<file path="config.mk">
export PLATFORM = sky130hd
export DESIGN_NAME = arb_req_queue
export DESIGN_NICKNAME = d
export VERILOG_FILES = /design/src/rtl/arb_req_queue_pkg.sv /design/src/rtl/arb_req_queue_req_fifo.sv /design/src/rtl/arb_req_queue.sv
export SDC_FILE = /design/constraint.sdc
export NUM_CORES = 1
export LEC_CHECK = 0
export ABC_AREA = 1
export BUFFER_PORTS_ARGS = -buffer_cell sky130_fd_sc_hd__buf_2
export CAP_MARGIN = 20
export CORE_ASPECT_RATIO = 0.8
export CORE_MARGIN = 5
export CORE_UTILIZATION = 64
export CTS_BUF_LIST = sky130_fd_sc_hd__clkbuf_4 sky130_fd_sc_hd__clkbuf_8 sky130_fd_sc_hd__clkbuf_16
export CTS_CLUSTER_SIZE = 30
export DETAILED_ROUTE_END_ITERATION = 6
export PLACE_DENSITY = 0.84
export SYNTH_ARGS = -nofsm -noshare
export SYNTH_HDL_FRONTEND = slang
export SYNTH_SLANG_ARGS = --single-unit
</file>
<file path="constraint.sdc">
create_clock -name clk -period 3.7 [get_ports clk]
set_clock_uncertainty 0.1 [all_clocks]
set_input_delay 0.555 -clock clk [delete_from_list [all_inputs] [get_ports clk]]
set_output_delay 0.555 -clock clk [all_outputs]
set_load 0.03 [all_outputs]
</file>
<file path="src/rtl/arb_req_queue_pkg.sv">
// Shared defaults and helpers for the per-client arbiter request queue.
// Optional error reporting is enabled with the ARB_REQ_QUEUE_ERR_EN macro.
package arb_req_queue_pkg;

    localparam int NUM_CLIENTS_DEF = 4;
    localparam int DATA_W_DEF      = 8;
    localparam int DEPTH_DEF       = 4;

`ifdef ARB_REQ_QUEUE_ERR_EN
    localparam int ERR_W         = 3;
    localparam int ERR_PUSH_FULL = 0;
    localparam int ERR_MULTI_GNT = 1;
    localparam int ERR_GNT_EMPTY = 2;
`endif

    // True when exactly one bit is set; callers zero-extend vectors up to 32 bits.
    function automatic logic is_onehot(input logic [31:0] vec);
        return (vec != '0) && ((vec & (vec - 32'd1)) == '0);
    endfunction

endpackage

</file>
<file path="src/rtl/arb_req_queue_req_fifo.sv">
// Single-client synchronous FIFO: push is dropped when full (evaluated before
// any same-cycle pop); pop must only be issued while non-empty.
module req_fifo
    import arb_req_queue_pkg::*;
#(
    parameter int DATA_W    = DATA_W_DEF,
    parameter int DEPTH     = DEPTH_DEF,
    localparam int PTR_W    = $clog2(DEPTH),
    localparam int CNT_W    = $clog2(DEPTH) + 1
) (
    input  logic              clk,
    input  logic              reset,
    input  logic              push,
    input  logic [DATA_W-1:0] push_data,
    input  logic              pop,
    output logic [DATA_W-1:0] pop_data,
    output logic              full,
    output logic              empty,
    output logic [CNT_W-1:0]  count
);

    logic [DATA_W-1:0] mem [DEPTH];
    logic [PTR_W-1:0]  wr_ptr;
    logic [PTR_W-1:0]  rd_ptr;
    logic              push_ok;

    assign full     = (count == CNT_W'(DEPTH));
    assign empty    = (count == '0);
    assign push_ok  = push && !full;
    assign pop_data = mem[rd_ptr];

    // NOTE: storage is deliberately not reset; pointers and count alone define which entries are valid.
    always_ff @(posedge clk) begin
        if (reset && push_ok) begin
            mem[wr_ptr] <= push_data;
        end
    end

    // NOTE: reset is synchronous active-low, so it is tested inside a posedge-only block with non-blocking updates.
    always_ff @(posedge clk) begin
        if (!reset) begin
            wr_ptr <= '0;
            rd_ptr <= '0;
            count  <= '0;
        end else begin
            if (push_ok) wr_ptr <= wr_ptr + 1'b1;
            if (pop)     rd_ptr <= rd_ptr + 1'b1;
            case ({push_ok, pop})
                2'b10:   count <= count + 1'b1;
                2'b01:   count <= count - 1'b1;
                default: count <= count;
            endcase
        end
    end

endmodule

</file>
<file path="src/rtl/arb_req_queue.sv">
// Per-client request queues feeding a one-hot arbiter; pops the granted client
// and registers the payload. Define ARB_REQ_QUEUE_ERR_EN to add sticky err_o.
module arb_req_queue
    import arb_req_queue_pkg::*;
#(
    parameter int NUM_CLIENTS = NUM_CLIENTS_DEF,
    parameter int DATA_W      = DATA_W_DEF,
    parameter int DEPTH       = DEPTH_DEF
) (
    input  logic                          clk,
    input  logic                          reset,
    input  logic [NUM_CLIENTS-1:0]        push_i,
    input  logic [NUM_CLIENTS*DATA_W-1:0] push_data_i,
    output logic [NUM_CLIENTS-1:0]        full_o,
    output logic [NUM_CLIENTS-1:0]        req_o,
    input  logic [NUM_CLIENTS-1:0]        gnt_i,
    output logic                          out_valid_o,
    output logic [DATA_W-1:0]             out_data_o,
    output logic [$clog2(NUM_CLIENTS)-1:0] out_client_o
`ifdef ARB_REQ_QUEUE_ERR_EN
    ,
    output logic [2:0]                    err_o
`endif
);

    localparam int CLIENT_W = $clog2(NUM_CLIENTS);
    localparam int CNT_W    = $clog2(DEPTH) + 1;

    logic [NUM_CLIENTS-1:0] fifo_full;
    logic [NUM_CLIENTS-1:0] fifo_empty;
    logic [NUM_CLIENTS-1:0] pop;
    logic [DATA_W-1:0]      fifo_data  [NUM_CLIENTS];
    logic [CNT_W-1:0]       fifo_count [NUM_CLIENTS];
    logic                   gnt_onehot;
    logic                   gnt_legal;
    logic [CLIENT_W-1:0]    gnt_idx;

    for (genvar k = 0; k < NUM_CLIENTS; k++) begin : g_client
        req_fifo #(
            .DATA_W (DATA_W),
            .DEPTH  (DEPTH)
        ) u_fifo (
            .clk       (clk),
            .reset     (reset),
            .push      (push_i[k]),
            .push_data (push_data_i[k*DATA_W +: DATA_W]),
            .pop       (pop[k]),
            .pop_data  (fifo_data[k]),
            .full      (fifo_full[k]),
            .empty     (fifo_empty[k]),
            .count     (fifo_count[k])
        );
        assign req_o[k] = (fifo_count[k] != '0);
    end

    assign full_o = fifo_full;

    // NOTE: every always_comb output gets a default first so no path leaves it unassigned (no latch).
    always_comb begin
        gnt_idx = '0;
        for (int k = 0; k < NUM_CLIENTS; k++) begin
            if (gnt_i[k]) gnt_idx = CLIENT_W'(k);
        end
    end

    // Multi-hot grants and stale grants to drained queues are both dropped here.
    assign gnt_onehot = is_onehot(32'(gnt_i));
    assign gnt_legal  = gnt_onehot && !fifo_empty[gnt_idx];
    assign pop        = gnt_legal ? gnt_i : '0;

    always_ff @(posedge clk) begin
        if (!reset) begin
            out_valid_o  <= 1'b0;
            out_data_o   <= '0;
            out_client_o <= '0;
        end else begin
            out_valid_o <= gnt_legal;
            if (gnt_legal) begin
                out_data_o   <= fifo_data[gnt_idx];
                out_client_o <= gnt_idx;
            end
        end
    end

`ifdef ARB_REQ_QUEUE_ERR_EN
    logic [ERR_W-1:0] err_q;

    always_ff @(posedge clk) begin
        if (!reset) begin
            err_q <= '0;
        end else begin
            if (|(push_i & fifo_full))              err_q[ERR_PUSH_FULL] <= 1'b1;
            if ((gnt_i != '0) && !gnt_onehot)       err_q[ERR_MULTI_GNT] <= 1'b1;
            if (gnt_onehot && fifo_empty[gnt_idx])  err_q[ERR_GNT_EMPTY] <= 1'b1;
        end
    end

    assign err_o = err_q;
`endif

endmodule

</file>
==> summary.md, run 1 <==
| Metric | Value |
|---|---|
| Status | completed |
| I/O pins | 61 |
| Total power | 0.00457 W |
| Antenna violations before repair | 1 |
| Largest net degree at the start of global routing | 36 |
| Placed cell areas | 0.00790 mm2 |
| Initial core utilization | 65.5% |
| Register area share after synthesis | 63.2% |
| DP HPWL | 11000 um |
| DIE AREA | 0.0141 mm2 |
| P&R area growth vs syn | 12.7% |
| Chip width | 132 um |
| Final Hold Viols | 0 |
| Global-route wire length before repair | 26400 um |
| Nets@finish | 877 |
| Post-route DRC | 0 |
| Dominant cell type by area after synthesis | edfxtp_1 |
| GRT Overall Usage | 24.1% |
| Post-synthesis net count | 828 |
| Detailed Routing Iterations Pass 1 | 5 |
| Critical path class | in -> reg |
| # placed instances | 940 |
| YS warnings | 0 |
| Cells after synthesis | 762 |
| Tcrit/Tclk final | 75.8% |
| Wire length per cell | 17.0 um |
| Die height | 107 um |
| Minimum clock period | 2.80 ns |
| CP Capture Type | register |
| FF+latch count, synth | 175 |
| RD Place Congestion | 0.854 |
| Port bufs | 60 |
| Total negative slack | 0 ns |
| Unrepaired setup endpoints after global routing | no |
| Maximum buffer depth of the clock tree | 2 |
| Design area | 0.00854 mm2 |
| Post-synth top area share | 50.7% |
| Netlist Area Pre-Place | 0.00757 mm2 |
| Buf/Inv on CP | 4 |
| CTS tree | done |
| DRT iter0 DRCs | 555 |
| Max FO, Critical Path | 16 |
| Final worst slack | 0.896 ns |
| Clock slew at reported path FFs | 0.06 ns |
| ANT cells | 0 |
| Global route overflow | 0 |
| Final wirelength | 16600 um |
| VDD IR max | 392 uV |
| Setup crit start kind | input pin |
| Core footprint | 0.0116 mm2 |
| Worst-Margin Slew | 0.950 ns |
| Vias in the first global route | 5426 |
| Via count | 5491 |
| Worst hold path class | in -> reg |
| Number of fill cells | 787 |
| Max Freq | 0.357 GHz |
| Cell variety after synth | 26 |
| Layout cells sized above 1 | 12.0% |
| Pre-CTS setup slack | 0.511 ns |
| Cts hold-fix bufs | 0 |
| Max-Cap Viols | 0 |
| CP max stage delay | 0.39 ns |
| Power Density | 535 mW/mm2 |
| DR vias/cell | 5.65 |
| Area contributors post-synth | edfxtp_1 51%, dfxtp_1 12%, nand2_1 8.3% |
| Setup violators final | 0 |
| Worst endpoint required time | 3.91 ns |
| Post-route ant nets | 0 |
| Finished Layout Cells | 972 |
| Critical path, cell by cell | buf_2 > inv_1 > nand2_1 > nand2_1 > nand2_1 > nor2_2 > nand4_1 > inv_1 > ha_1 > inv_1 > fa_1 > a21oi_1 > o21ai_0 > o21ai_0 > a21oi_1 |
| CTS root buf | clkbuf_16 |
| Cell Rows | 35 |
| Total CTS buffers | 17 |
| Sink Count | 175 |
| CP delay by family, top | simple AND/OR/NAND/NOR gates |
| LEAKAGE | 3.55 nW |
| H-tree depth | 4 |
| Max-slew violations | 0 |
| Syn Area/Cell | 9.94 um2 |
| Crit-path slowest cell | fa_1 |
| Clock latency reported for the late side of the worst-skew pair | 0.43 ns |
| Reg-to-reg setup timing slack | 1.11 ns |
| Setup bufs post-CTS | 0 |
| Slew margin rel. | 36.6% |
| CP arrival | 3.01 ns |
| Count of cells resized by post-cts repair | 0 |
## layout make-up
type	count	area (um2)	area share, %
well taps	148	185	2.17
repair buffers	60	300	3.52
clock inverters	12	191	2.24
clock buffers	20	448	5.25
flip-flops and latches	175	4780	56.0
multi-input cells	455	2250	26.3
inverters	102	383	4.48
## worst reg2reg max path: stages (launching register included)
cell and delay [ns]:
dfxtp_1 0.38, inv_1 0.09, nand3_1 0.17, nand2_2 0.10
nand3_4 0.15, nand4_1 0.19, inv_1 0.10, ha_1 0.13
inv_1 0.07, fa_1 0.39, a21oi_1 0.17, o21ai_0 0.16
o21ai_0 0.22, a21oi_1 0.06
## Yosys cell counts
library cell	number
nand2_1	168
edfxtp_1	128
inv_1	97
nor2_1	88
nand3_1	55
dfxtp_1	47
a21oi_1	45
o21ai_0	45
ha_1	20
clkbuf_1	16
nand4_1	8
o211ai_1	8
buf_2	6
buf_4	5
fa_1	4
xor2_1	4
buf_6	3
inv_2	3
nor3_1	3
clkinv_1	2
nor2_2	2
a21oi_4	1
nand2_2	1
nand2_4	1
nand3_4	1
o21ai_1	1
## flip-flops by register name, indices dropped and copies added, names as in the netlist, named ones only
name,cells
g_client.u_fifo.mem,128
g_client.u_fifo.count,12
g_client.u_fifo.rd_ptr,8
g_client.u_fifo.wr_ptr,8
out_data_o,8
out_client_o,2
out_valid_o,1
## layer usage
| metal | vias up | track usage [%] | wire length [um] |
|---|---|---|---|
| met4 | 2 | 8.74 | 393 |
| met3 | 40 | 6.68 | 1380 |
| li1 | 2602 | - | - |
| met1 | 2590 | 29.3 | 6400 |
| met5 | - | 0 | 15 |
| met2 | 257 | 41.6 | 8370 |
## cell usage in the layout (no fill, tap or decap)
cell type,count
a21oi_1,45
a21oi_4,1
buf_2,60
bufinv_16,5
clkbuf_16,17
clkbuf_4,3
clkinv_1,4
clkinv_2,2
clkinv_4,1
clkinvlp_4,2
dfxtp_1,47
edfxtp_1,128
fa_1,4
ha_1,20
inv_1,97
inv_2,3
nand2_1,168
nand2_2,1
nand2_4,1
nand3_1,55
nand3_4,1
nand4_1,8
nor2_1,88
nor2_2,2
nor3_1,3
o211ai_1,8
o21ai_0,45
o21ai_1,1
xor2_1,4
## power breakdown
part	switching (W)	internal (W)	leakage, nW
clock	0.000712	0.00121	0.309
sequential	0.0000460	0.00218	1.55
combinational	0.000293	0.000121	1.69
## final timing paths
kind | from | to | cells past startpoint
setup / recovery | gnt_i[3] | g_client[0].u_fifo.count[2]$_SDFFE_PN0P_ | 15
hold / removal | push_data_i[12] | g_client[1].u_fifo.mem[0][4]$_DFFE_PP_ | 1
setup reg to reg | g_client[2].u_fifo.count[0]$_SDFFE_PN0P_ | g_client[0].u_fifo.count[2]$_SDFFE_PN0P_ | 13
hold reg to reg | out_client_o[1]$_SDFFE_PN0N_ | out_client_o[1]$_SDFFE_PN0N_ | 2
## kinds of logic (layout without fill, tap and decap cells)
logic type      Yosys count  count (layout)  share of synthesized area [%]
simple gates            327             327                           17.8
flops                   175             175                           63.2
buf+inv                 132             194                           7.19
compound gates          100             100                           7.02
fa+ha+maj                24              24                           4.36
xor+xnor                  4               4                          0.462
## through the flow
stage	util (%)	hold WS, ns
after floorplan	-	0.344
after global placement	68.3	0.354
after detailed placement	68.3	0.366
after CTS	73.9	0.223
after global routing	73.9	0.230
final	73.9	0.237
Power figures use the tool's default switching activity.
==> run 2, diff against run 1 <==
Settings changed: CORE_UTILIZATION 64 to 60, PLACE_DENSITY 0.84 to 0.8.
Clock period 3.7 ns to 2.9 ns, I/O delays scaled along.
==> run 2 against run 1 <==
  * Register-to-register slack lost 0.69 ns
  * Critical path depth shrank 2
  * Clock-buffer cell count grew 6
  * Combinational power grew 33%
  * Power grew 21%
  * Via count shrank 1.2%
  * Die area grew 6.1%
  * Sequential power grew 27%
  * First-iteration DRC count shrank 10%
  * Final cell count grew 4.5%
  * Worst hold slack lost 0.12 ns
  * Utilization shrank 3.3 points
==> summary.md, run 2 (synthesis gave the netlist of run 1 again) <==
| Metric | Value |
|---|---|
| Count of cells resized by post-cts repair | 0 |
| Post-route ant nets | 0 |
| Unrepaired setup endpoints after global routing | no |
| Global route overflow | 0 |
| Die height | 110 um |
| Wire length per cell | 15.9 um |
| ANT cells | 0 |
| Maximum buffer depth of the clock tree | 2 |
| # placed instances | 984 |
| Clock power share | 38.6% |
| Sequential share of power | 51.4% |
| Max FO, Critical Path | 10 |
| Critical path, cell by cell | inv_1 > nand3_1 > nand2_1 > nand3_4 > nand4_1 > inv_1 > ha_1 > inv_1 > fa_1 > a21oi_1 > o21ai_0 > o21ai_0 > a21oi_1 |
| P&R area growth vs syn | 14.2% |
| Via count | 5426 |
| Comb pwr share | 10.0% |
| Total CTS buffers | 17 |
| DIE AREA | 0.0150 mm2 |
| CP arrival | 2.68 ns |
| Max-Cap Viols | 0 |
| Max Freq | 0.404 GHz |
| Largest net degree at the start of global routing | 33 |
| Clock slew at reported path FFs | 0.06 ns |
| DRT iter0 DRCs | 499 |
| Vias in the first global route | 5333 |
| Worst hold path class | in -> reg |
| Cts hold-fix bufs | 0 |
| Worst-Margin Slew | 0.932 ns |
| Placed cell areas | 0.00809 mm2 |
| Final wirelength | 16200 um |
| Most common cell on crit path | inv_1 |
| CTS root buf | clkbuf_16 |
| Most common cell after layout, fill and taps aside | nand2_1 |
| Design area | 0.00865 mm2 |
| Setup bufs post-CTS | 0 |
| Detailed Routing Iterations Pass 1 | 5 |
| Core footprint | 0.0123 mm2 |
| I/O pins | 61 |
| Pint | 0.00421 W |
| Nets@finish | 898 |
| Setup violators final | 0 |
| Buf/Inv on CP | 3 |
| Worst endpoint required time | 3.10 ns |
| Initial core utilization | 61.8% |
| Max reg flops | 128 |
| Cell Rows | 36 |
| VDD IR max | 446 uV |
| Status | completed |
| Max-slew violations | 0 |
| Clock latency reported for the late side of the worst-skew pair | 0.43 ns |
| Port bufs | 60 |
| DP HPWL | 11200 um |
| Largest regs | g_client.u_fifo.mem x128, g_client.u_fifo.count x12 |
| Largest register by flop count | g_client.u_fifo.mem |
| Critical path class | reg -> reg |
| H-tree depth | 4 |
| Most frequent cells in the layout | 168 x nand2_1, 128 x edfxtp_1, 97 x inv_1 |
| Switching share of total power | 23.6% |
| Final core occ | 70.6% |
| RD Place Congestion | 0.869 |
| Total negative slack | 0 ns |
| Total power | 0.00551 W |
| CTS tree | done |
| Post-route DRC | 0 |
| LEAKAGE | 3.64 nW |
| Crit-path slowest cell | dfxtp_1 |
| Chip width | 136 um |
| Slew margin rel. | 37.8% |
| DR vias/cell | 5.34 |
| Global-route wire length before repair | 26000 um |
| Psw | 0.00130 W |
| Finished Layout Cells | 1016 |
| Power Density | 637 mW/mm2 |
| Minimum clock period | 2.48 ns |
| Sink Count | 175 |
| Antenna violations before repair | 1 |
| GRT Overall Usage | 22.6% |
| Layout cells sized above 1 | 14.4% |
| CP delay by family, top | simple AND/OR/NAND/NOR gates |
| CP max stage delay | 0.37 ns |
| Final Hold Viols | 0 |
| Setup crit start kind | register |
| Tcrit/Tclk final | 85.4% |
| CP Capture Type | register |
[run 2: changes by cell type in the layout (fill, tap and decap cells not counted), moves of 3 or more]
cell / previous run / this run
clkinv_2: 2 / 5
bufinv_16: 5 / 0
buf_4: 0 / 21
clkbuf_4: 3 / 7
[run 2: path summary, 6_finish.rpt]
check,startpoint,endpoint,slack [ns],depth (start not counted)
hold reg to reg,out_client_o[1]$_SDFFE_PN0N_,out_client_o[1]$_SDFFE_PN0N_,0.38,2
hold / removal,push_data_i[11],g_client[1].u_fifo.mem[1][3]$_DFFE_PP_,0.12,1
setup reg to reg,g_client[3].u_fifo.count[1]$_SDFFE_PN0P_,g_client[3].u_fifo.count[2]$_SDFFE_PN0P_,0.42,13
setup / recovery,g_client[3].u_fifo.count[1]$_SDFFE_PN0P_,g_client[3].u_fifo.count[2]$_SDFFE_PN0P_,0.42,13
[run 2: layout make-up]
| cell class | count | area (um2) |
|---|---|---|
| flip-flops and latches | 175 | 4780 |
| fillers | 900 | 3600 |
| well taps | 171 | 214 |
| inverters | 102 | 383 |
| clock buffers | 26 | 528 |
| clock inverters | 6 | 33.8 |
| repair buffers | 81 | 458 |
| multi-input cells | 455 | 2250 |
[run 2: power by group through the flow]
| stage | combinational (W) | clock, W | sequential (W) |
|---|---|---|---|
| 6_report | 0.000552 | 0.00213 | 0.00283 |
| 5_1_grt | 0.000621 | 0.00226 | 0.00284 |
| 4_1_cts | 0.000551 | 0.00215 | 0.00283 |
| 3_5_place_dp | 0.000544 | 0 | 0.00288 |
| 3_3_place_gp | 0.000515 | 0 | 0.00288 |
| 2_1_floorplan | 0.000346 | 0 | 0.00289 |
[run 2: layer usage]
layer | GRT usage (%) | routed length, um | vias to the layer above
met5 | 0 | 7 | -
li1 | - | - | 2642
met3 | 6.09 | 1170 | 42
met1 | 28.5 | 6620 | 2541
met4 | 9.40 | 435 | 2
met2 | 37.0 | 7930 | 199
[run 2: stage by stage]
stage	hold slack (ns)	setup slack, ns
after floorplan	0.344	0.491
after global placement	0.353	0.327
after detailed placement	0.369	0.198
after CTS	0.105	0.446
after global routing	0.109	0.224
final	0.121	0.423
